--- config.mk ---
export PLATFORM = sky130hd
export DESIGN_NAME = fetch_ctrl
export DESIGN_NICKNAME = d
export VERILOG_FILES = /design/src/rtl/fetch_ctrl_pkg.sv /design/src/rtl/fetch_addr_check.sv /design/src/rtl/fetch_ctrl.sv
export SDC_FILE = /design/constraint.sdc
export NUM_CORES = 1
export LEC_CHECK = 0
export BUFFER_PORTS_ARGS = -buffer_cell sky130_fd_sc_hd__buf_4
export CAP_MARGIN = 40
export CELL_PAD_IN_SITES_DETAIL_PLACEMENT = 1
export CELL_PAD_IN_SITES_GLOBAL_PLACEMENT = 1
export CORE_MARGIN = 2
export CORE_UTILIZATION = 35
export DETAILED_ROUTE_END_ITERATION = 10
export PLACE_DENSITY = 0.84
export SLEW_MARGIN = 5
export SYNTH_ARGS = -nofsm -noshare
export SYNTH_HDL_FRONTEND = slang
export SYNTH_HIERARCHICAL = 1
export SYNTH_SLANG_ARGS = --single-unit
--- constraint.sdc ---
create_clock -name clk -period 3.8 [get_ports clk]
set_clock_uncertainty 0.2 [all_clocks]
set_input_delay 0.57 -clock clk [delete_from_list [all_inputs] [get_ports clk]]
set_output_delay 0.57 -clock clk [all_outputs]
set_load 0.005 [all_outputs]
--- src/rtl/fetch_ctrl_pkg.sv ---
// rtl/fetch_ctrl_pkg.sv - shared fetch definitions: state encoding, halt word, word size
package fetch_ctrl_pkg;

  typedef enum logic [1:0] {
    ST_IDLE  = 2'd0,
    ST_RUN   = 2'd1,
    ST_HALT  = 2'd2,
    ST_FAULT = 2'd3
  } fetch_state_t;

  localparam logic [31:0] DEFAULT_HALT_INSTR = 32'h0010_0073;
  localparam int unsigned WORD_BYTES         = 4;

  function automatic logic [31:0] sat_inc(input logic [31:0] v);
    return (v == 32'hFFFF_FFFF) ? v : v + 32'd1;
  endfunction

endpackage

--- src/rtl/fetch_addr_check.sv ---
// rtl/fetch_addr_check.sv - flags misaligned or out-of-range word addresses
module fetch_addr_check
  import fetch_ctrl_pkg::*;
#(
  parameter int unsigned MEM_SIZE = 256
) (
  input  logic [31:0] pc,
  output logic        bad
);

  // 33-bit limit so MEM_SIZE up to 2^30 words cannot wrap the comparison
  localparam logic [32:0] LIMIT = 33'(MEM_SIZE) * 33'(WORD_BYTES);

  always_comb begin
    bad = (pc[1:0] != 2'b00) || ({1'b0, pc} >= LIMIT);
  end

endmodule

--- src/rtl/fetch_ctrl.sv ---
// rtl/fetch_ctrl.sv - PC sequencing, stall/redirect/halt and fetch fault trapping
module fetch_ctrl
  import fetch_ctrl_pkg::*;
#(
  parameter int unsigned MEM_SIZE   = 256,
  parameter logic [31:0] RESET_PC   = 32'h0000_0000,
  parameter logic [31:0] HALT_INSTR = DEFAULT_HALT_INSTR
) (
  input  logic        clk,
  input  logic        rst_n,
  input  logic        start,
  input  logic        stall,
  input  logic        redirect_valid,
  input  logic [31:0] redirect_pc,
  output logic [31:0] imem_addr,
  input  logic [31:0] imem_data,
  output logic [31:0] instr,
  output logic        instr_valid,
  output logic [31:0] pc,
  output logic        halted,
  output logic        fault,
  output logic [31:0] fault_addr,
  output logic [31:0] retired
);

  fetch_state_t state;
  logic [31:0]  pc_q;
  logic         bad;
  logic         is_halt;

  fetch_addr_check #(.MEM_SIZE(MEM_SIZE)) u_addr_check (
    .pc  (pc_q),
    .bad (bad)
  );

  assign imem_addr   = pc_q;
  assign pc          = pc_q;
  assign instr       = imem_data;
  assign is_halt     = (imem_data == HALT_INSTR);
  // A bad PC never reaches decode, even if the stale memory word looks legal
  assign instr_valid = (state == ST_RUN) && !bad && !stall;
  assign halted      = (state == ST_HALT);
  assign fault       = (state == ST_FAULT);

  always_ff @(posedge clk or negedge rst_n) begin
    if (!rst_n) begin
      state      <= ST_IDLE;
      pc_q       <= RESET_PC;
      fault_addr <= 32'd0;
      retired    <= 32'd0;
    end else begin
      if (instr_valid) begin
        retired <= sat_inc(retired);
      end
      case (state)
        ST_IDLE: begin
          if (start) begin
            state <= ST_RUN;
            pc_q  <= RESET_PC;
          end
        end
        ST_RUN: begin
          if (bad) begin
            state      <= ST_FAULT;
            fault_addr <= pc_q;
          end else if (!stall) begin
            if (is_halt) begin
              state <= ST_HALT;
            end else if (redirect_valid) begin
              pc_q <= redirect_pc;
            end else begin
              pc_q <= pc_q + 32'd4;
            end
          end
        end
        ST_HALT, ST_FAULT: begin
          if (start) begin
            state      <= ST_RUN;
            pc_q       <= RESET_PC;
            retired    <= 32'd0;
            fault_addr <= 32'd0;
          end
        end
        default: state <= ST_IDLE;
      endcase
    end
  end

endmodule

==> impl_metrics.toml, run 1 <==
[logic_synthesis]
synthDistinctLibCells = 57
seq_area_frac_synth_pct = 41.7
synth_top_area_share_pct = 41.7
yosysTopAreaCell = "dfrtp_1"
ys.flop_type = "dfrtp_1"
netlist_instances = 685
yosys_warnings = 6
syn_area_mm2 = 0.00588
syn_nets = 756
synth_edf_count = 0
ys_ff_latch = 98
yosys-top-cells-area = "dfrtp_1, buf_4, nand2_1"
synthArstFlopShare_pct = 100
syn_avg_cell_area_um2 = 8.58

[layout]
diodes = 0
stdcell_count = 1079
finalNetCount = 925
drive_gt1_share_pct = 33.3
fin_area_mm2 = 0.00788
layout_commonest_cell = "buf_4"
syn_to_final_growth_pct = 34.0
fill_cells = 1963
final_cell_mix = "buf_4, dfrtp_1, nand2_1"

[sta]
tightest_slew_ns = 0.682
finalMaxSlewViolations = 0
fmax_ghz = 0.284
hold_violations = 0
setup_slack_ns = 0.278
fin_setup_tns_ns = 0
slew_headroom_pct = 54.4
fin_crit_ns = 3.52
setup_viol = 0
rsz0062_at_grt = "no"
fin_crit_sh_pct = 92.7

[setup_path]
cp_max_fo = 17
r2r_start = "imem_addr[31]$_DFFE_PN0P_"
slowest_stage = "or4b_4"
crit_start = "imem_addr[31]$_DFFE_PN0P_"
endpoint_kind = "register"
startpoint_type = "register"
crit_type = "register to register"
cp.required_ns = 3.87
slowest_delay_ns = 0.68
worstRegToRegCells = 9
worstPathArrival_ns = 3.59
worstPathCellList = "nor4_1, and4_1, nand3_1, or4b_4, clkinv_4, nand3_4, or4_1, or3_1, a21oi_1"

[routing]
drtPass1Iterations = 5
routed_wl_mm = 21.8
ant_nets = 0
route.detailed.drc = 0
wire_per_inst_um = 20.2
viasPerCell = 5.76
vias = 6218
initialDrtViolationCount = 461

[place]
pre_cts_ws_ns = 0.366
gp_congestion = 0.837
port_buffers = 231
hpwl_mm = 16.0
dp_cells = 1062
placed_area_mm2 = 0.00754

[flow_run]
cap_violations = 0

[clock_tree]
root_buffer = "clkbuf_16"
cts_buffers = 9
cts_tree = "built"
clk_pin_slew_ns = 0.07
cts_max_level = 3
clockBufferDepth = 2
postCtsSetupBuffers = 0
insertion_delay_ns = 0.35
clock_sinks = 98

[floorplanning]
core_mm2 = 0.0165
start_util_pct = 35.6
ios = 232
die_w_um = 134
rows = 47
fp.dieH_um = 134
die_area_mm2 = 0.0178

[power]
p_switching_mw = 1.40
power.density_mw_per_mm2 = 489
seq_power_share_pct = 37.3
pwr-share-clk_pct = 26.5
p_sw_share_pct = 36.3
ir_worst_vdd_mv = 0.244
power.total_mw = 3.85
p_leak_nw = 3.77
combinationalPowerShare_pct = 36.2
intPower_mw = 2.45

[min_path]
whs_path_depth = 2
hold_path.class = "input pin to register"
hp-start = "redirect_pc[1]"

[grt]
antenna_found_initial = 0
grtUsageTotal_pct = 24.2
grt_pass1_vias = 6066
overflow = 0
grt_pass1_wl_mm = 34.0
grt_max_degree = 63

[status]
outcome = "finished, final reports clean"
## critical path, delay by kind of cell (launching register included)
family	cells	cell delay [ns]
compound gates	1	0.14
buf+inv	1	0.19
flops	1	0.47
simple gates	7	2.43
## sequential cells by signal, indices dropped and copies added (netlist names)
signal	count
imem_addr	32
state	2
fault_addr	32
retired	32
## routing by layer
layer	vias to the layer above	routed length, um	track usage [%]
met2	229	10700	40.1
met4	0	555	7.92
met1	3125	9450	31.9
met5	-	0	0
met3	38	1150	4.68
li1	2826	-	-
## layout make-up
type	count	area, um^2	area share [%]
inverters	11	46.3	0.588
multi-input cells	472	2760	35.0
repair buffers	262	2020	25.6
flip-flops and latches	98	2450	31.1
clock inverters	6	90.1	1.14
clock buffers	10	239	3.03
well taps	220	275	3.49
## final timing paths
| kind | end | slack, ns |
|---|---|---|
| setup / recovery | retired[26]$_DFF_PN0_ | 0.28 |
| hold / removal | imem_addr[1]$_DFFE_PN0P_ | 0.26 |
| setup reg to reg | retired[26]$_DFF_PN0_ | 0.28 |
| hold reg to reg | fault_addr[1]$_DFFE_PN0P_ | 0.30 |
| max in group asynchronous | fault_addr[29]$_DFFE_PN0P_ | 2.16 |
| min in group asynchronous | retired[29]$_DFF_PN0_ | 0.42 |
## stage by stage
| step | hold WS, ns | util (%) |
|---|---|---|
| after CTS | 0.245 | 47.7 |
| after global routing | 0.267 | 47.7 |
| final | 0.260 | 47.7 |
| after detailed placement | 0.252 | 45.6 |
| after global placement | 0.285 | 45.1 |
| after floorplan | 0.0744 | - |
## timing repair
item | 4_1_cts | 5_1_grt
setup endpoints to repair | 0 | 0
hold buffers | 1 | 0
hold endpoints to repair | 15 | 0
gates resized for setup | 0 | 0
## cell families (layout without fill, tap and decap cells)
kind of cell / Yosys count / in the layout / synth area share, %
AOI/OAI and AO/OA: 152 / 152 / 17.4
and+or+nand+nor: 310 / 310 / 27.5
adders and majority gates: 2 / 2 / 0.426
xor gates and xnor gates: 5 / 5 / 0.745
buffers and inverters: 115 / 289 / 11.6
DFF: 98 / 98 / 41.7
muxes: 3 / 3 / 0.511
## power by group through the flow
| stage | clock (mW) | sequential [mW] | combinational, mW |
|---|---|---|---|
| 2_1_floorplan | 0 | 1.43 | 0.650 |
| 3_5_place_dp | 0 | 1.44 | 1.40 |
| 6_report | 1.02 | 1.44 | 1.40 |
| 3_3_place_gp | 0 | 1.44 | 1.33 |
| 5_1_grt | 1.09 | 1.47 | 1.51 |
| 4_1_cts | 1.04 | 1.43 | 1.41 |
## synthesized netlist by cell type (all sizes together), types with 2 or more instances
library cell	n
mux2i	3
dfrtp	98
o211ai	8
and3	18
o21ai	31
inv	10
a221o	5
o31ai	9
or2	2
a211o	3
and2	4
nor2	30
nor4b	2
buf	71
xnor2	5
nor3	13
o22ai	12
or3	19
o41ai	4
a22o	8
or4	7
a211oi	2
clkbuf	33
nand2	91
ha	2
o311ai	2
a21oi	34
nor4	15
a31oi	4
nand4	30
o2bb2ai	9
a22oi	7
o211a	2
and4	10
o31a	2
nor4bb	2
nand3	65
(Power assumes the default switching activity.)
==> inputs of run 2 (changes only) <==
- CORE_UTILIZATION: 35 -> 36
- CTS_BUF_LIST: not set -> sky130_fd_sc_hd__clkbuf_4
- MAX_ROUTING_LAYER: not set -> met4
- PLACE_DENSITY: 0.84 -> 0.86
==> run 2 against run 1 <==
Largest power group unchanged. Cell count fell by 1.3%. Critical endpoint unchanged. Die area down 2.7%. Clock power is 42% lower. Sequential share of layout area grew 1.3 points. Register-to-register slack got worse by 0.02 ns. Largest cell class unchanged. Critical path depth unchanged. Via count fell by 1.8%. Utilization down 0.17 points. First-iteration DRC count is 5.9% lower.
==> impl_metrics.toml, run 2 (synthesis gave the netlist of run 1 again) <==
[place]
placed_area_mm2 = 0.00742
gp_congestion = 0.867
hpwl_mm = 16.1
port_buffers = 231

[layout]
finalNetCount = 914
fin_area_mm2 = 0.00757
post-route-util_pct = 47.5
multi_input_area_mm2 = 0.00276
fill_cells = 1939
syn_to_final_growth_pct = 28.8
layout_commonest_cell = "buf_4"
seqCellArea_mm2 = 0.00245
drive_gt1_share_pct = 32.3
final_cell_mix = "buf_4, dfrtp_1, nand2_1"

[sta]
tightest_slew_ns = 0.916
slew_headroom_pct = 38.5
finalMaxSlewViolations = 0
hold_slack_ns = 0.116
setup_viol = 0
rsz0062_at_grt = "no"
fin_setup_tns_ns = 0
fin_crit_ns = 3.54
fmax_ghz = 0.282
fin_crit_sh_pct = 93.3
hold_violations = 0

[status]
outcome = "finished, final reports clean"

[setup_path]
slowest_stage = "or4b_4"
crit_type = "register to register"
slowest_delay_ns = 0.68
cp.required_ns = 3.99
cp_max_fo = 17
timing.critical_path.buf_inv = 1
crit_start = "imem_addr[23]$_DFFE_PN0P_"
worstPathArrival_ns = 3.74
worstPathCellList = "nor4_1, and4_1, nand3_1, or4b_4, clkinv_4, nand3_4, or4_1, or3_1, a21oi_1"
r2r_start = "imem_addr[23]$_DFFE_PN0P_"
startpoint_type = "register"
endpoint_kind = "register"
critPathTopFamily = "simple AND/OR/NAND/NOR gates"

[routing]
drtPass1Iterations = 5
routed_wl_mm = 21.6
initialDrtViolationCount = 434
wire_per_inst_um = 20.3
route.detailed.drc = 0
vias = 6106
viasPerCell = 5.73
ant_nets = 0

[power]
p_sw_share_pct = 40.1
seq_power_share_pct = 42.8
p_switching_mw = 1.36
pwr-share-clk_pct = 17.5
p_leak_nw = 3.61
intPower_mw = 2.03
power.density_mw_per_mm2 = 447
combinationalPowerShare_pct = 39.7
ir_worst_vdd_mv = 0.285

[floorplanning]
ios = 232
start_util_pct = 36.9
core_mm2 = 0.0159
rows = 46
fp.dieH_um = 132
die_w_um = 132
die_area_mm2 = 0.0174

[grt]
overflow = 0
grtUsageTotal_pct = 25.3
grt_pass1_wl_mm = 34.5
grt_pass1_vias = 6080
antenna_found_initial = 1
grt_max_degree = 60

[clock_tree]
insertion_delay_ns = 0.47
clockBufferDepth = 2
postCtsSetupBuffers = 0
root_buffer = "clkbuf_4"
cts_tree = "built"
cts_max_level = 3
clock_sinks = 98
cts_buffers = 9
clk_pin_slew_ns = 0.17

[flow_run]
cap_violations = 0

[min_path]
hp-start = "start"
hold_path.class = "input pin to register"
run 2: power groups by stage:
stage / registers (mW) / clock network [mW] / logic (mW)
2_1_floorplan: 1.43 / 0 / 0.650
3_3_place_gp: 1.45 / 0 / 1.29
3_5_place_dp: 1.46 / 0 / 1.35
4_1_cts: 1.45 / 0.602 / 1.36
5_1_grt: 1.48 / 0.635 / 1.47
6_report: 1.45 / 0.593 / 1.34
run 2: area by class of cell:
cell class	count	area share (%)
Antenna cell	1	0.0330
Clock buffer	9	0.892
Clock inverter	7	0.925
Inverter	11	0.611
Multi-Input combinational cell	472	36.4
Sequential cell	98	32.4
Tap cell	216	3.57
Timing Repair Buffer	251	25.2
run 2: metrics by stage:
step	worst slack (ns)	instances	power, mW
global route	0.0474	1065	3.58
floorplan	0.825	685	2.08
global placement	0.416	1046	2.75
detailed placement	0.303	1047	2.81
finish	0.255	1065	3.39
CTS	0.258	1064	3.40
run 2: what timing repair did:
action	in CTS	in global routing
hold buffers	1	0
resized for setup	0	0
hold endpoints to repair	45	0
run 2: path summary, 6_finish.rpt:
path | cells after the start | endpoint | slack (ns)
min in group asynchronous | 2 | retired[16]$_DFF_PN0_ | 0.43
min reg2reg | 2 | fault_addr[11]$_DFFE_PN0P_ | 0.32
max reg2reg | 9 | retired[26]$_DFF_PN0_ | 0.26
min | 2 | state[1]$_DFFE_PN0P_ | 0.12
max | 9 | retired[26]$_DFF_PN0_ | 0.26
max in group asynchronous | 3 | imem_addr[28]$_DFFE_PN0P_ | 2.24
run 2: per-layer routing:
layer | GRT usage, % | wire, um | vias up
li1 | - | - | 2802
met1 | 34.2 | 9530 | 3030
met2 | 39.6 | 10200 | 245
met3 | 3.50 | 1430 | 29
met4 | 7.67 | 435 | 0
met5 | - | 0 | -
==> inputs of run 3 (changes only) <==
- REMOVE_ABC_BUFFERS: not set -> 1
==> run 3 against run 2 <==
Non-clock buffer count increased by 5. Register-to-register slack improved by 0.10 ns. Final area increased by 1.6%. Utilization increased by 0.74 points. Sequential power about the same. Highest routed layer unchanged.
==> impl_metrics.toml, run 3 (synthesis gave the netlist of run 1 again) <==
[layout]
layout_commonest_cell = "buf_4"
seqCellArea_mm2 = 0.00245
final_cell_mix = "buf_4, dfrtp_1, nand2_1"
drive_gt1_share_pct = 33.2
fin_area_mm2 = 0.00769
syn_to_final_growth_pct = 30.8
diodes = 0
finalNetCount = 919
multi_input_area_mm2 = 0.00278
fill_cells = 1953

[power]
p_leak_nw = 3.68
power.total_mw = 3.54
power.density_mw_per_mm2 = 461
ir_worst_vdd_mv = 0.221

[setup_path]
slowest_stage = "or4b_4"
path_common_cell = "buf_4"
worstPathCellList = "nor4_2, and4_1, nand3_1, or4b_4, clkinv_4, buf_4, buf_4"
worstPathArrival_ns = 2.86
slowest_delay_ns = 0.66
crit_type = "register to primary output"
startpoint_type = "register"
endpoint_kind = "primary output"
critPathTopFamily = "simple AND/OR/NAND/NOR gates"
cp.required_ns = 3.03
cp_max_fo = 14
timing.critical_path.buf_inv = 3

[floorplanning]
die_area_mm2 = 0.0174
start_util_pct = 36.9
core_mm2 = 0.0159
ios = 232
rows = 46
fp.dieH_um = 132
die_w_um = 132

[sta]
setup_viol = 0
tightest_slew_ns = 0.908
fmax_ghz = 0.275
fin_crit_ns = 3.63
hold_violations = 0
slew_headroom_pct = 39.1
fin_crit_sh_pct = 95.6
rsz0062_at_grt = "no"
finalMaxSlewViolations = 0

[place]
hpwl_mm = 16.4
port_buffers = 231
placed_area_mm2 = 0.00749
gp_congestion = 0.882

[routing]
ant_nets = 0
wire_per_inst_um = 20.8
vias = 6254
routed_wl_mm = 22.2
drtPass1Iterations = 5
viasPerCell = 5.86
initialDrtViolationCount = 517
route.detailed.drc = 0

[clock_tree]
root_buffer = "clkbuf_4"
clock_sinks = 98
insertion_delay_ns = 0.49
cts_buffers = 9
cts_max_level = 3
clockBufferDepth = 2
cts_tree = "built"
clk_pin_slew_ns = 0.15
postCtsSetupBuffers = 0

[status]
outcome = "finished, final reports clean"

[grt]
grt_max_degree = 43
antenna_found_initial = 0
overflow = 0
grt_pass1_vias = 6251
grt_pass1_wl_mm = 35.1
grtUsageTotal_pct = 26.1

[min_path]
hold_path.class = "input pin to register"

[flow_run]
cap_violations = 0
## run 3: final timing paths
path,slack [ns],cells past startpoint,endpoint,startpoint
worst max-delay path,0.17,7,instr_valid,imem_addr[31]$_DFFE_PN0P_
worst min-delay path,0.13,2,imem_addr[1]$_DFFE_PN0P_,redirect_pc[1]
max in group asynchronous,2.22,4,imem_addr[30]$_DFFE_PN0P_,rst_n
worst min register to register,0.32,2,fault_addr[10]$_DFFE_PN0P_,fault_addr[10]$_DFFE_PN0P_
min in group asynchronous,0.39,2,retired[10]$_DFF_PN0_,rst_n
worst max register to register,0.36,9,retired[26]$_DFF_PN0_,imem_addr[31]$_DFFE_PN0P_
## run 3: timing repair
action / in CTS / in global routing
hold endpoints to repair: 34 / 0
setup endpoints to repair: 0 / 1
hold buffers: 1 / 0
gates resized for setup: 0 / 3
## run 3: routing by layer
| layer | track usage [%] | share of wire (%) | vias to the layer above | wire length, um |
|---|---|---|---|---|
| li1 | - | - | 2815 | - |
| met1 | 33.8 | 43 | 3193 | 9630 |
| met2 | 42.4 | 50 | 223 | 11000 |
| met3 | 4.96 | 5.8 | 23 | 1300 |
| met4 | 6.52 | 1.2 | 0 | 266 |
| met5 | - | 0 | - | 0 |
## run 3: cell type report
type                       count  share of cell area (%)
timing repair buffer         256                    25.5
tap                          216                    3.51
clock buffer                   9                   0.879
sequential                    98                    31.9
clock inverter                 6                    1.38
inverter                      11                   0.602
multi-input combinational    472                    36.2
## run 3: power by group
part / internal, mW / switching [mW]
registers: 1.23 / 0.209
logic: 0.621 / 0.776
clock network: 0.326 / 0.376
total: 2.18 / 1.36
## run 3: per-stage QoR
| step | hold WS [ns] | utilization (%) | std cells | setup TNS (ns) | worst slack [ns] |
|---|---|---|---|---|---|
| 2_1_floorplan | 0.0744 | - | 581 | -2.24 | -0.140 |
| 3_3_place_gp | 0.286 | 46.6 | 1050 | 0 | 0.465 |
| 3_5_place_dp | 0.293 | 47.0 | 1052 | 0 | 0.364 |
| 4_1_cts | 0.0859 | 48.1 | 1068 | 0 | 0.0699 |
| 5_1_grt | 0.0955 | 48.2 | 1068 | 0 | 0.0182 |
| 6_report | 0.128 | 48.2 | 1068 | 0 | 0.168 |
